==> config.mk <==
export PLATFORM = sky130hd
export DESIGN_NAME = mult_ctrl
export DESIGN_NICKNAME = d
export VERILOG_FILES = /design/src/rtl/mult_ctrl.sv
export SDC_FILE = /design/constraint.sdc
export NUM_CORES = 1
export LEC_CHECK = 0
export ABC_AREA = 1
export BUFFER_PORTS_ARGS = -buffer_cell sky130_fd_sc_hd__buf_2
export CAP_MARGIN = 20
export CORE_MARGIN = 10
export CORE_UTILIZATION = 55
export CTS_BUF_LIST = sky130_fd_sc_hd__clkbuf_8
export CTS_CLUSTER_SIZE = 28
export DETAILED_ROUTE_END_ITERATION = 12
export PLACE_DENSITY_LB_ADDON = 0.25
export SLEW_MARGIN = 20
export SYNTH_ARGS = -nofsm -noshare
export SYNTH_HDL_FRONTEND = slang
export SYNTH_SLANG_ARGS = --single-unit
==> constraint.sdc <==
create_clock -name clk -period 4.4 [get_ports clk]
set_input_delay 0.44 -clock clk [delete_from_list [all_inputs] [get_ports clk]]
set_output_delay 0.44 -clock clk [all_outputs]
set_load 0.05 [all_outputs]
==> src/rtl/mult_ctrl.sv <==
// rtl/mult_ctrl.sv - sequencing controller between the CPU and the shift-add multiplier core
//
// Accepts MULT/MULTU requests, hands unsigned magnitudes to the multiplier core,
// waits for the core's ready, applies the sign correction and writes HI/LO.
// Also services MTHI/MTLO and stalls the CPU while a multiply is in flight.
//
// Ports:
//   clk, rst_n          clock (rising edge), asynchronous active-low reset
//   op_valid, op_signed MULT/MULTU issue request and signedness (1 = MULT)
//   op_a, op_b          rs / rt operands
//   mthi, mtlo, wdata   HI/LO write requests and their data
//   hilo_rd             current instruction is MFHI/MFLO
//   hi, lo              architectural HI/LO registers
//   busy                multiply in flight
//   stall               freeze the CPU this cycle
//   mul_start           core start, one cycle high per multiply
//   mul_a, mul_b        core operands (magnitudes for MULT)
//   mul_product         core product
//   mul_ready           core done

module mult_ctrl #(
  parameter int WIDTH = 32
) (
  input  logic               clk,
  input  logic               rst_n,
  input  logic               op_valid,
  input  logic               op_signed,
  input  logic [WIDTH-1:0]   op_a,
  input  logic [WIDTH-1:0]   op_b,
  input  logic               mthi,
  input  logic               mtlo,
  input  logic [WIDTH-1:0]   wdata,
  input  logic               hilo_rd,
  output logic [WIDTH-1:0]   hi,
  output logic [WIDTH-1:0]   lo,
  output logic               busy,
  output logic               stall,
  output logic               mul_start,
  output logic [WIDTH-1:0]   mul_a,
  output logic [WIDTH-1:0]   mul_b,
  input  logic [2*WIDTH-1:0] mul_product,
  input  logic               mul_ready
);

  typedef enum logic [1:0] {
    IDLE  = 2'd0,
    START = 2'd1,
    WAIT  = 2'd2
  } state_t;

  state_t state;
  state_t state_next;

  // Set when exactly one signed operand is negative; the core only sees magnitudes.
  logic neg;

  logic [WIDTH-1:0]   abs_a;
  logic [WIDTH-1:0]   abs_b;
  logic [2*WIDTH-1:0] result;
  logic               accept;
  logic               result_wr;
  logic               idle_wr;

  // Two's-complement negation; 0x80000000 maps onto itself, which is the
  // correct unsigned magnitude, so no overflow handling is needed.
  assign abs_a = (op_signed && op_a[WIDTH-1]) ? (~op_a + WIDTH'(1)) : op_a;
  assign abs_b = (op_signed && op_b[WIDTH-1]) ? (~op_b + WIDTH'(1)) : op_b;

  // A zero product stays zero after negation, so no negative zero can appear.
  assign result = neg ? (~mul_product + (2*WIDTH)'(1)) : mul_product;

  assign accept    = (state == IDLE) && op_valid;
  assign result_wr = (state == WAIT) && mul_ready;
  // op_valid wins over MTHI/MTLO in the same IDLE cycle.
  assign idle_wr   = (state == IDLE) && !op_valid;

  // State register
  always_ff @(posedge clk or negedge rst_n) begin
    if (!rst_n) begin
      state <= IDLE;
    end else begin
      state <= state_next;
    end
  end

  // Next-state logic; mul_ready is only looked at in WAIT because the core
  // has no reset and its ready is meaningless until it has been started.
  always_comb begin
    state_next = state;
    case (state)
      IDLE:    if (op_valid) state_next = START;
      START:   state_next = WAIT;
      WAIT:    if (mul_ready) state_next = IDLE;
      default: state_next = IDLE;
    endcase
  end

  // Output logic
  always_comb begin
    busy      = 1'b0;
    mul_start = 1'b0;
    case (state)
      START: begin
        busy      = 1'b1;
        mul_start = 1'b1;
      end
      WAIT: begin
        busy = 1'b1;
      end
      default: begin
        busy      = 1'b0;
        mul_start = 1'b0;
      end
    endcase
  end

  assign stall = busy && (op_valid || mthi || mtlo || hilo_rd);

  // Operand latch and sign flag; only loaded on an accepted request so that
  // requests arriving while busy leave them untouched.
  always_ff @(posedge clk or negedge rst_n) begin
    if (!rst_n) begin
      mul_a <= '0;
      mul_b <= '0;
      neg   <= 1'b0;
    end else if (accept) begin
      mul_a <= abs_a;
      mul_b <= abs_b;
      neg   <= op_signed && (op_a[WIDTH-1] ^ op_b[WIDTH-1]);
    end
  end

  // HI/LO change only on a result write, an IDLE MTHI/MTLO, or reset.
  always_ff @(posedge clk or negedge rst_n) begin
    if (!rst_n) begin
      hi <= '0;
      lo <= '0;
    end else if (result_wr) begin
      hi <= result[2*WIDTH-1:WIDTH];
      lo <= result[WIDTH-1:0];
    end else if (idle_wr) begin
      if (mthi) hi <= wdata;
      if (mtlo) lo <= wdata;
    end
  end

endmodule

-- Word-level counts from Yosys, hierarchy flattened
Index checks and enable logic that the tools add are counted.
- bits in registers: 131
- bits in latches: 0
- memory bits (writable): 0
- memory bits (read-only): 0
- output and inout bits: 131
- memories: 0
- add/sub/neg operators: 3
- multipliers: 0
- divide/modulo/power cells: 0
- magnitude comparators: 0
- eq/ne operators: 4
- shift operators: 0
- muxes and demuxes: 14
- bitwise gates (word level): 4
- reduce and logical (&&, ||, !) cells: 19
- operators by type and width (cell ; number):
    $mux W32 ; 8
    $add A32 B1 Y32 const B ; 2
    $add A64 B1 Y64 const B ; 1
    $mux W64 ; 1
    $not A32 Y32 ; 2
    $not A64 Y64 ; 1
    $logic_and A1 B1 Y1 ; 7
    $pmux W2 S3 ; 1
    $reduce_and A2 Y1 ; 3
    $reduce_bool A2 Y1 ; 3
    $mux W2 ; 2
    $ne A2 B2 Y1 const B ; 2
    $logic_or A1 B1 Y1 ; 3
    $eq A2 B1 Y1 const B ; 1
    $eq A2 B2 Y1 const B ; 1
    $logic_not A2 Y1 ; 1
    $mux W1 ; 2
    $reduce_or A2 Y1 ; 1
    $logic_not A1 Y1 ; 1
    $xor A1 B1 Y1 ; 1

-- Depth between registers and ports, before layout
Gate-level depths: netlist of the first run.
- word-level depth: 4
- mapped depth: 13

-- Worst setup path before layout of the first run
OpenSTA, ideal clock, no wires.
- path kind: flip-flop to output port
- start point: register state[0]
- end point: output stall
- data arrival time: 2175 ps
- data required time: 3960 ps
- path slack: 1785 ps
- stages on the path, launching flop included: 4
- path buffers: 0
- cells stage by stage: dfrtp_1 inv_1 ha_1 a21boi_0
- longest elaborated chain between the ends: 4
- elaborated cells on any way between the ends: 5
- classes of those cells: 2 x eq/ne; 1 x mux; 2 x reduce/logical
- ends and longest elaborated chain (what ; line ; text):
    start: declaration ; 51 ; state_t state;
    start signal: assignment ; 82 ; state <= state_next;
    $eq A2 B2 Y1 or $eq A2 B1 Y1 (tied branches) ; 102 ; case (state)
    $reduce_or A2 Y1 (no line) * ; - ;
    $mux W1 * ; 102 ;
    named net busy ; 36 ; output logic busy,
    $logic_and A1 B1 Y1 * ; 117 ; assign stall = busy && (op_valid || mthi || mtlo || hilo_rd);
    end: declaration ; 37 ; output logic stall,
Mark *: on every way through the listed nets, which the timed path passes. The rest lies on a longest branch.

-- Final worst setup path of the first run
- start point: register state[0]
- end point: register lo[11]
- longest elaborated chain between the ends: 4
- elaborated cells on any way between the ends: 8
- classes of those cells: 1 x eq/ne; 1 x mux; 6 x reduce/logical
- ends and longest elaborated chain (what ; line ; text):
    $eq A2 B2 Y1 or $logic_not A2 Y1 (tied branches) ; 73, 75 ;
    $logic_and A1 B1 Y1 (on tied branches) ; 73, 75 ;
    $reduce_bool A2 Y1 (no line) ; - ;
    $reduce_and A2 Y1 (no line) ; - ;
    end signal: assignment ; 140 ; lo <= result[WIDTH-1:0];
    end signal: assignment ; 143 ; if (mtlo) lo <= wdata;
    end: declaration ; 35 ; output logic [WIDTH-1:0] lo,
Several ways; a longest one is shown, not always the timed one.
A chain may end at the register's enable or synchronous reset.

==> metrics.md, run 1 <==
| Metric | Value |
|---|---|
| Fin. max-slew vios | 0 |
| Most frequent cells in the layout | nand2_1 (516), buf_2 (297), nor2_1 (180) |
| Multi-input logic area | 0.00567 mm2 |
| Vias in the first global route | 11000 |
| Crit path launch type | flip-flop |
| Final min period | 2930 ps |
| DRT Wirelength | 37100 um |
| Pwr Total | 8640 uW |
| # rows | 48 |
| Post-synth EDFFs | 0 |
| Root Buffer | clkbuf_8 |
| Mapped cell area | 0.00977 mm2 |
| PD cells | 731 mW/mm2 |
| Die height | 153 um |
| IO Pins | 299 |
| RePlAce Congestion | 1.01 |
| Drt via density | 5.58 |
| Ys flop type | dfrtp_1 |
| Drt first-iter violations | 1028 |
| Initial antenna violation count | 4 |
| Clock Sinks | 131 |
| Postcts setup bufs | 0 |
| Initial Util | 0.563 |
| Via count | 11400 |
| Hold Path Class | input port to flip-flop |
| IO buf count | 298 |
| Seq/Total Area, Yosys | 0.335 |
| Area Growth Syn to Fin | 21.0% |
| WHS | 227 ps |
| Maximum clock frequency | 341 MHz |
| WL/cell | 18.1 um |
| Clk slew on worst S/H paths | 90 ps |
| Ys Warns | 0 |
| MaxCap Viol Count | 0 |
| CTS tree | built |
| CP required | 4750 ps |
| Total CTS buffers | 17 |
| Leak Pwr | 0.00612 uW |
| Commonest non-fill, non-tap cell in the layout | nand2_1 |
| Max IR drop VDD | 0.560 mV |
| Ys async rst share | 1.00 |
| Final ANT Viol Nets | 0 |
| DRC errors left | 0 |
| GR Overflow Total | 0 |
| Nets | 1980 |
| #FFs+latches synth | 131 |
| Worst-Margin Slew | 1060 ps |
| Final Hold Viols | 0 |
| WP data arrival | 3290 ps |
| Final Util | 0.682 |
| Netlist cell types | 45 |
| Skew final | 8.53 ps |
| Router iterations before antenna repair | 5 |
| H-tree depth | 4 |
| Core ar. | 0.0174 mm2 |
| Die area | 0.0235 mm2 |
| Crit end category | flip-flop |
| Largest net degree at the start of global routing | 92 |
| FILL cells | 1644 |
| Final setup viols | 0 |
| DP HPWL | 29100 um |
| Critical path peak fanout | 55 |
| Placed Area | 0.0114 mm2 |
| Clock Tree Buf Depth | 2 |
| Slew HR | 0.295 |
| Cells after synthesis | 1531 |
| Post-Syn Nets | 1706 |
| RSZ-0062 raised after global routing | false |
| Chip width | 153 um |
| Status | finished clean |
| Total track usage | 0.305 |
| Share of cells above drive strength 1 | 0.216 |
| Final period utilization | 0.666 |
| First-pass GRT wire length | 58200 um |
| Mean post-synth cell area | 6.38 um2 |
| Worst reg2reg setup slack | 1470 ps |
| Critical path class | flip-flop to flip-flop |
| Seq. cell area | 0.00328 mm2 |
| Clk_lat worst skew | 490 ps |
| Fin Setup TNS | 0 ps |
| Final Cell Area | 0.0118 mm2 |
## final timing paths
| check | startpoint | to | depth (start not counted) |
|---|---|---|---|
| setup / recovery | state[0]$_DFFE_PN0P_ | lo[11]$_DFFE_PN0P_ | 8 |
| setup reg to reg | state[0]$_DFFE_PN0P_ | lo[11]$_DFFE_PN0P_ | 8 |
| min in group asynchronous | rst_n | hi[11]$_DFFE_PN0P_ | 2 |
| hold reg to reg | mul_b[22]$_DFFE_PN0P_ | mul_b[22]$_DFFE_PN0P_ | 2 |
| hold / removal | op_a[23] | mul_a[23]$_DFFE_PN0P_ | 3 |
| max in group asynchronous | rst_n | neg$_DFFE_PN0P_ | 3 |
## layout make-up
class	count	area share
antenna	2	0.000423
multi-input combinational	1195	0.479
inverter	152	0.0482
timing repair buffer	308	0.133
tap	225	0.0238
clock buffer	18	0.0209
sequential	131	0.277
clock inverter	14	0.0170
## registers in the layout (all words and copies together), names as in the netlist
name   cells
lo        32
mul_b     32
state      2
hi        32
neg        1
mul_a     32
## cells in the mapped netlist, drive strengths merged (9+ instances only)
cell	count	area share
nor3	9	0.0051
clkbuf	18	0.0079
nand3	176	0.094
nand2	535	0.21
nor2	196	0.084
o21bai	15	0.012
xor2	28	0.025
nand4	34	0.022
buf	35	0.019
inv	149	0.057
o21ai	110	0.059
dfrtp	131	0.34
o211ai	22	0.017
nand3b	9	0.0069
a21oi	27	0.014
## stage by stage
stage | setup WS (ps) | instances
2_1_floorplan | 1780 | 1531
3_3_place_gp | 1780 | 2010
4_1_cts | 1530 | 2043
3_5_place_dp | 1550 | 2010
6_report | 1470 | 2045
5_1_grt | 1260 | 2045
## kinds of logic after synthesis
group / Yosys count / share of synthesized area
compound gates: 190 / 0.114
flops: 131 / 0.335
buf+inv: 205 / 0.0850
fa+ha+maj: 7 / 0.00896
simple gates: 966 / 0.428
xor+xnor: 32 / 0.0287
## worst max-delay path, cell delays in order, from the launching register on
cell and delay, ps:
dfrtp_1 370, inv_1 90, ha_1 240, nand2_2 70
buf_4 480, o21ai_2 300, inv_2 770, o21ai_0 210
o21bai_1 210
## timing repair
item,in CTS,in global routing
hold endpoints to repair,38,0
hold buffers,1,0
gates resized for setup,0,0
## layer usage
metal / global-route usage / up-vias / routed length [um]
met3: 0.0822 / 85 / 3520
met2: 0.521 / 559 / 18000
met5: 0 / - / 20
li1: - / 5497 / -
met4: 0.125 / 2 / 1290
met1: 0.355 / 5270 / 14200
## where the power goes
group          internal (uW)  switching, uW
sequential              1810            345
combinational           1240           4050
clock                    641            561
total                   3690           4960
(Power assumes the default switching activity.)
==> run 2, diff against run 1 <==
Settings changed: CORE_UTILIZATION 55 to 54.
Clock period 4.4 ns to 2.7 ns, I/O delays scaled along.
==> metrics.md, run 2 (same netlist as run 1, synthesis figures left out) <==
| Metric | Value |
|---|---|
| Clk_lat worst skew | 470 ps (-20 ps) |
| WHS | 62.1 ps (-165 ps) |
| Final ANT Viol Nets | 0 (unchanged) |
| Hold Path Class | input port to flip-flop |
| Commonest non-fill, non-tap cell in the layout | nand2_1 |
| CP required | 3060 ps (-1690 ps) |
| Final min period | 2080 ps (-856 ps) |
| First-pass GRT wire length | 57800 um (-0.71%) |
| Clock Sinks | 131 (unchanged) |
| IO buf count | 298 (unchanged) |
| Final period utilization | 0.769 (+0.103) |
| Total track usage | 0.300 (-0.00499) |
| PD cells | 1170 mW/mm2 (+60%) |
| Core ar. | 0.0179 mm2 (+3.1%) |
| Clock Tree Buf Depth | 2 (unchanged) |
| RSZ-0062 raised after global routing | false |
| Worst path cell trace | inv_1 -> ha_1 -> nand2_1 -> o21ai_2 -> inv_2 -> o21ai_0 -> o21bai_1 |
| Status | finished clean |
| Total CTS buffers | 17 (unchanged) |
| Final Util | 0.664 (-0.0173) |
| Vias in the first global route | 11000 (unchanged) |
| Initial Util | 0.546 (-0.0172) |
| MaxCap Viol Count | 0 (unchanged) |
| Crit path launch type | flip-flop |
| GR Overflow Total | 0 (unchanged) |
| Most frequent cells in the layout | nand2_1 (516), buf_2 (297), nor2_1 (180) |
| Die area | 0.0239 mm2 (+1.6%) |
| DRT Wirelength | 36900 um (-0.49%) |
| Sw power | 8020 uW (+62%) |
| RePlAce Congestion | 1.02 (+0.44%) |
| Reg2reg path depth | 7 (-1) |
| Slew HR | 0.372 (+0.0779) |
| Chip width | 155 um (+0.80%) |
| Via count | 11300 (-1.3%) |
| Router iterations before antenna repair | 5 (unchanged) |
| Reg2reg start | state[0]$_DFFE_PN0P_ |
| Nets | 1989 (+0.45%) |
| Die height | 155 um (+0.80%) |
| # rows | 49 (+2.1%) |
| Max IR drop VDD | 0.820 mV (+46%) |
| Skew final | 12.1 ps (+3.61 ps) |
| Drt first-iter violations | 748 (-27%) |
| Postcts setup bufs | 0 (unchanged) |
| Worst-Margin Slew | 941 ps (-117 ps) |
| DP HPWL | 29600 um (+2.0%) |
| Final Hold Viols | 0 (unchanged) |
| Slowest stage cell on the critical path | inv_2 |
| Fin. max-slew vios | 0 (unchanged) |
| Fin Setup TNS | 0 ps (unchanged) |
| FILL cells | 1705 (+3.7%) |
| Root Buffer | clkbuf_8 |
| Comb pwr share | 0.622 (+0.010) |
| Clk pwr share | 0.125 (-0.014) |
| Initial antenna violation count | 4 (unchanged) |
| Largest net degree at the start of global routing | 92 (unchanged) |
| Clk slew on worst S/H paths | 90 ps (about the same) |
| DRC errors left | 0 (unchanged) |
| Pint | 5890 uW (+60%) |
| Crit end category | flip-flop |
| Final setup viols | 0 (unchanged) |
| Area Growth Syn to Fin | 21.7% |
| Critical path class | flip-flop to flip-flop |
| WP data arrival | 2440 ps (-850 ps) |
| WL/cell | 17.9 um (-1.2%) |
| Worst r2r dst | lo[12]$_DFFE_PN0P_ |
| Net Sw Frac | 0.577 (+0.00330) |
| Critical path peak fanout | 55 (unchanged) |
| Leak Pwr | 0.00617 uW (+0.72%) |
| Max incr delay on CP | 670 ps (-100 ps) |
| Share of cells above drive strength 1 | 0.219 (+0.00386) |
| CTS tree | built |
| Worst Hold Path EP | lo[19]$_DFFE_PN0P_ |
| Worst Hold Path Cells | 3 (unchanged) |
| Worst reg2reg setup slack | 620 ps (-840 ps) |
| IO Pins | 299 (unchanged) |
| Flop pwr share | 0.253 (+0.004) |
| HP Start | wdata[19] |
| H-tree depth | 4 (unchanged) |
| Drt via density | 5.47 (-2.0%) |
| Maximum clock frequency | 482 MHz (+41%) |
-- run 2: changes by cell type in the layout (fill, tap and decap cells not counted), moves of 2 or more --
cell and change:
buf_12 +3, diode_2 +2, inv_6 -2, buf_4 +6, bufinv_16 -2, clkinv_2 +4
-- run 2: timing repair --
item,in CTS,in global routing
endpoints found under the hold margin,55,0
resized for setup,0,0
hold buffers,1,0
-- run 2: per-layer routing --
layer / GRT usage / vias up / wire length (um)
met5: 0 / - / 0
met4: 0.113 / 0 / 1160
met3: 0.0851 / 69 / 3300
met2: 0.519 / 452 / 18200
met1: 0.345 / 5224 / 14200
li1: - / 5518 / -
-- run 2: power groups by stage --
stage	logic [uW]	clock network, uW	registers, uW
after floorplan	3100	0	6770
after global placement	8530	0	3520
after detailed placement	8690	0	3520
after CTS	8710	1760	3520
after global routing	9350	1830	3620
final	8660	1730	3530
-- run 2: final cells by class --
cell class	instances	area [um2]	area share
clock inverters	13	134	0.0113
multi-input cells	1195	5670	0.477
inverters	152	571	0.0480
well taps	229	287	0.0241
diodes	4	10.0	0.000842
repair buffers	317	1680	0.141
clock buffers	19	262	0.0220
flip-flops and latches	131	3280	0.276
-- run 2: worst max-delay path, delay by kind of cell (launching register included) --
family | cells | cell delay [ps]
simple gates | 1 | 120
buf+inv | 2 | 760
flops | 1 | 370
fa+ha+maj | 1 | 270
compound gates | 3 | 430
-- run 2: metrics by stage --
| step | std cells | power (uW) | worst slack (ps) | cell area (um2) |
|---|---|---|---|---|
| 6_report | 2060 | 13900 | 624 | 11900 |
| 2_1_floorplan | 1531 | 9870 | 255 | 9770 |
| 3_3_place_gp | 2023 | 12100 | 711 | 11500 |
| 4_1_cts | 2056 | 14000 | 621 | 11900 |
| 3_5_place_dp | 2023 | 12200 | 644 | 11500 |
| 5_1_grt | 2059 | 14800 | 428 | 11900 |
-- run 2: worst max-delay path by stage --
stage | startpoint | slack [ps] | endpoint
after global placement | state[0]$_DFFE_PN0P_ | 710 | lo[11]$_DFFE_PN0P_
after detailed placement | state[0]$_DFFE_PN0P_ | 640 | lo[12]$_DFFE_PN0P_
after floorplan | state[0]$_DFFE_PN0P_ | 250 | stall
final | state[0]$_DFFE_PN0P_ | 620 | lo[12]$_DFFE_PN0P_
after global routing | state[0]$_DFFE_PN0P_ | 430 | lo[12]$_DFFE_PN0P_
after CTS | state[0]$_DFFE_PN0P_ | 620 | lo[12]$_DFFE_PN0P_
==> run 3, diff against run 2 <==
Settings changed: ABC_AREA 1 to 0, CORE_UTILIZATION 54 to 52.
Clock period 2.7 ns to 2.17 ns, I/O delays scaled along.
==> metrics.md, run 3 <==
| Metric | Value |
|---|---|
| Status | finished clean |
| Filler-free cell count of the finished design | 1526 (-26%) |
| Skew final | 11.7 ps (-0.431 ps) |
| Largest family of logic cells by synthesized area | compound AO/OA/AOI/OAI gates |
| CP required | 2510 ps (-550 ps) |
| Crit path launch type | input port |
| MaxCap Viol Count | 0 (unchanged) |
| Max incr delay on CP | 580 ps (-90 ps) |
| DRT Wirelength | 27800 um (-24%) |
| Final min period | 2120 ps |
| Maximum clock frequency | 472 MHz |
| Most frequent cells in the layout | buf_2 (297), dfrtp_1 (130), o21ai_0 (129) |
| Fin Setup TNS | 0 ps (unchanged) |
| Hold Path Class | input port to flip-flop |
| Initial Util | 0.531 (-0.0151) |
| Final period utilization | 0.976 |
| Drt via density | 5.48 (+0.22%) |
| PD cells | 1460 mW/mm2 (+24%) |
| Post-synth top area share | 0.405 (+0.0693) |
| Final setup viols | 0 (unchanged) |
| #FFs+latches synth | 131 (unchanged) |
| Multi-input logic area | 0.00477 mm2 (-16%) |
| Max IR drop VDD | 1.14 mV (+38%) |
| Simple-gate portion of the synthesized area | 0.163 (-0.264) |
| Cells after synthesis | 901 (-41%) |
| FILL cells | 1166 (-32%) |
| Crit end category | flip-flop |
| RSZ-0062 raised after global routing | false |
| XOR/XNOR Fraction of Synth Area | 0.130 (+0.101) |
| H-tree depth | 4 (unchanged) |
| Net Sw Frac | 0.534 (-0.0424) |
| Pint | 7710 uW (+31%) |
| Synth Area in Compound Gates | 0.167 (+0.0530) |
| Ys flop type | dfrtp_1 |
| Placed Area | 0.0109 mm2 (-5.1%) |
| Largest area contributor in the netlist | dfrtp_1 |
| RePlAce Congestion | 0.898 (-12%) |
| # rows | 45 (-8.2%) |
| Commonest non-fill, non-tap cell in the layout | buf_2 |
| Die height | 145 um (-6.3%) |
| Core ar. | 0.0153 mm2 (-15%) |
| Root Buffer | clkbuf_8 |
| IO buf count | 298 (unchanged) |
| Fin. max-slew vios | 0 (unchanged) |
| Initial antenna violation count | 2 (-2) |
| Netlist cell types | 46 (+2.2%) |
| DRC errors left | 0 (unchanged) |
| Critical path's most frequent cell | buf_4 |
| Most common library cells after synthesis | dfrtp_1 (131), o21ai_0 (131), nand2_1 (130) |
| Slew HR | 0.569 (+0.197) |
| Final Cell Area | 0.0114 mm2 (-4.4%) |
| Seq/Total Area, Yosys | 0.405 (+0.0693) |
| Multiplexer share of the synthesized area | 0.0945 (+0.0945) |
| DP HPWL | 21600 um (-27%) |
| Ys Warns | 0 (unchanged) |
| Clk_lat worst skew | 450 ps (-20 ps) |
| Chip width | 145 um (-6.3%) |
| Clock Sinks | 131 (unchanged) |
| Worst Hold Path Cells | 2 (-1) |
| Leak Pwr | 0.00537 uW (-13%) |
| Clk pwr share | 0.134 (+0.009) |
| Critical path peak fanout | 6 (-89%) |
| Top post-synthesis cells by area | dfrtp_1 (40%), xor2_1 (8.4%), o21ai_0 (8.1%), mux2_2 (7.2%), nand2_1 (6.0%) |
| Drt first-iter violations | 461 (-38%) |
| Seq. cell area | 0.00328 mm2 (unchanged) |
| Via count | 8362 (-26%) |
| Mean post-synth cell area | 8.99 um2 (+41%) |
| Area Growth Syn to Fin | 40.4% |
| Die area | 0.0210 mm2 (-12%) |
| Vias in the first global route | 8574 (-22%) |
| CTS tree | built |
| Slowest stage cell on the critical path | or4_4 |
| Reg2reg path depth | 8 (+1) |
| WL/cell | 18.2 um (+2.0%) |
| Critical path class | input port to flip-flop |
| Comb pwr share | 0.605 (-0.017) |
| First-pass GRT wire length | 43100 um (-25%) |
| WHS | 49.7 ps (-12.3 ps) |
| Worst path cell trace | buf_2 -> or4_4 -> nor4bb_2 -> buf_4 -> nand4_1 -> buf_4 -> o41ai_1 -> xor2_1 -> a21oi_1 |
| Nets | 1477 (-26%) |
| Postcts setup bufs | 0 (unchanged) |
| Share of cells above drive strength 1 | 0.420 (+0.201) |
| Clock Tree Buf Depth | 2 (unchanged) |
| IO Pins | 299 (unchanged) |
| Total CTS buffers | 17 (unchanged) |
| Adder-cell area share of the yosys netlist | 0.0108 (+0.00185) |
| Post-synth EDFFs | 0 (unchanged) |
| Post-Syn Nets | 1076 (-37%) |
| Total track usage | 0.259 (-0.0411) |
| Sw power | 8840 uW (+10%) |
| Pwr Total | 16600 uW (+19%) |
| Cells after DPL | 1493 (-26%) |
| Worst-Margin Slew | 645 ps (-297 ps) |
| WP data arrival | 2450 ps (about the same) |
| Clk slew on worst S/H paths | 80 ps (about the same) |
| Final ANT Viol Nets | 0 (unchanged) |
| GR Overflow Total | 0 (unchanged) |
| Largest net degree at the start of global routing | 66 (-28%) |
| Router iterations before antenna repair | 5 (unchanged) |
| Ys async rst share | 1.00 (unchanged) |
| Flop pwr share | 0.261 (+0.008) |
| Mapped cell area | 0.00810 mm2 (-17%) |
| Final Hold Viols | 0 (unchanged) |
[run 3: cell types whose count changed after synthesis, moves of 18 or more]
| cell | before | now |
|---|---|---|
| nand2_1 | 518 | 130 |
| nand3_1 | 170 | 6 |
| inv_1 | 144 | 15 |
| nor2_1 | 180 | 54 |
| mux2_2 | 0 | 52 |
| xor2_1 | 28 | 78 |
| xnor2_1 | 4 | 42 |
| nand4_1 | 34 | 4 |
| o21ai_0 | 101 | 131 |
| o31ai_1 | 2 | 32 |
| buf_2 | 26 | 2 |
| clkbuf_1 | 17 | 38 |
| o211ai_1 | 22 | 1 |
| mux2i_1 | 0 | 18 |
[run 3: final cells by class]
class                           count  share of cell area
Antenna cell                        1            0.000220
Clock buffer                       21              0.0254
Clock inverter                     10              0.0117
Inverter                           15             0.00495
Multi-Input combinational cell    707               0.419
Sequential cell                   131               0.288
Tap cell                          211              0.0232
Timing Repair Buffer              430               0.227
[run 3: worst paths after layout]
path / startpoint / end / slack, ps
max: mul_product[6] / hi[19]$_DFFE_PN0P_ / 50
max reg2reg: state[0]$_DFFE_PN0P_ / hi[31]$_DFFE_PN0P_ / 200
max in group asynchronous: rst_n / neg$_DFFE_PN0P_ / 1190
min in group asynchronous: rst_n / lo[5]$_DFFE_PN0P_ / 320
min: op_signed / mul_a[31]$_DFFE_PN0P_ / 50
min reg2reg: mul_a[18]$_DFFE_PN0P_ / mul_a[18]$_DFFE_PN0P_ / 470
[run 3: logic make-up after synthesis]
family	Yosys count
AND/OR/NAND/NOR	275
buffers and inverters	63
adder cells (fa/ha/maj)	7
multiplexers	70
flip-flops	131
XOR/XNOR	120
AO/OA/AOI/OAI	235
[run 3: timing repair]
item	CTS	global route
endpoints found under the hold margin	56	0
setup endpoints to repair	0	6
hold buffers	1	0
resized for setup	0	10
[run 3: critical path, delay by kind of cell]
family | cells | cell delay [ps]
xor gates and xnor gates | 1 | 240
AOI/OAI and AO/OA | 2 | 450
buffers and inverters | 3 | 470
and+or+nand+nor | 3 | 1060
[run 3: metrics by stage]
step | setup WS, ps | util
floorplan | -232 | -
global placement | -362 | 0.713
detailed placement | -370 | 0.713
CTS | 75.0 | 0.742
global route | 5.41 | 0.745
finish | 52.1 | 0.745
[run 3: per-layer routing]
metal | vias to the layer above | global-route usage | wire, um
met2 | 389 | 0.454 | 13900
met4 | 2 | 0.0957 | 679
met5 | - | 0 | 7
met1 | 3930 | 0.288 | 10500
li1 | 3983 | - | -
met3 | 58 | 0.0831 | 2780
[run 3: power groups by stage]
| stage | clock network, uW | registers, uW | logic [uW] |
|---|---|---|---|
| floorplan | 0 | 8330 | 3240 |
| global placement | 0 | 4310 | 9850 |
| detailed placement | 0 | 4350 | 10000 |
| CTS | 2250 | 4320 | 10000 |
| global route | 2350 | 4470 | 10700 |
| finish | 2220 | 4320 | 10000 |
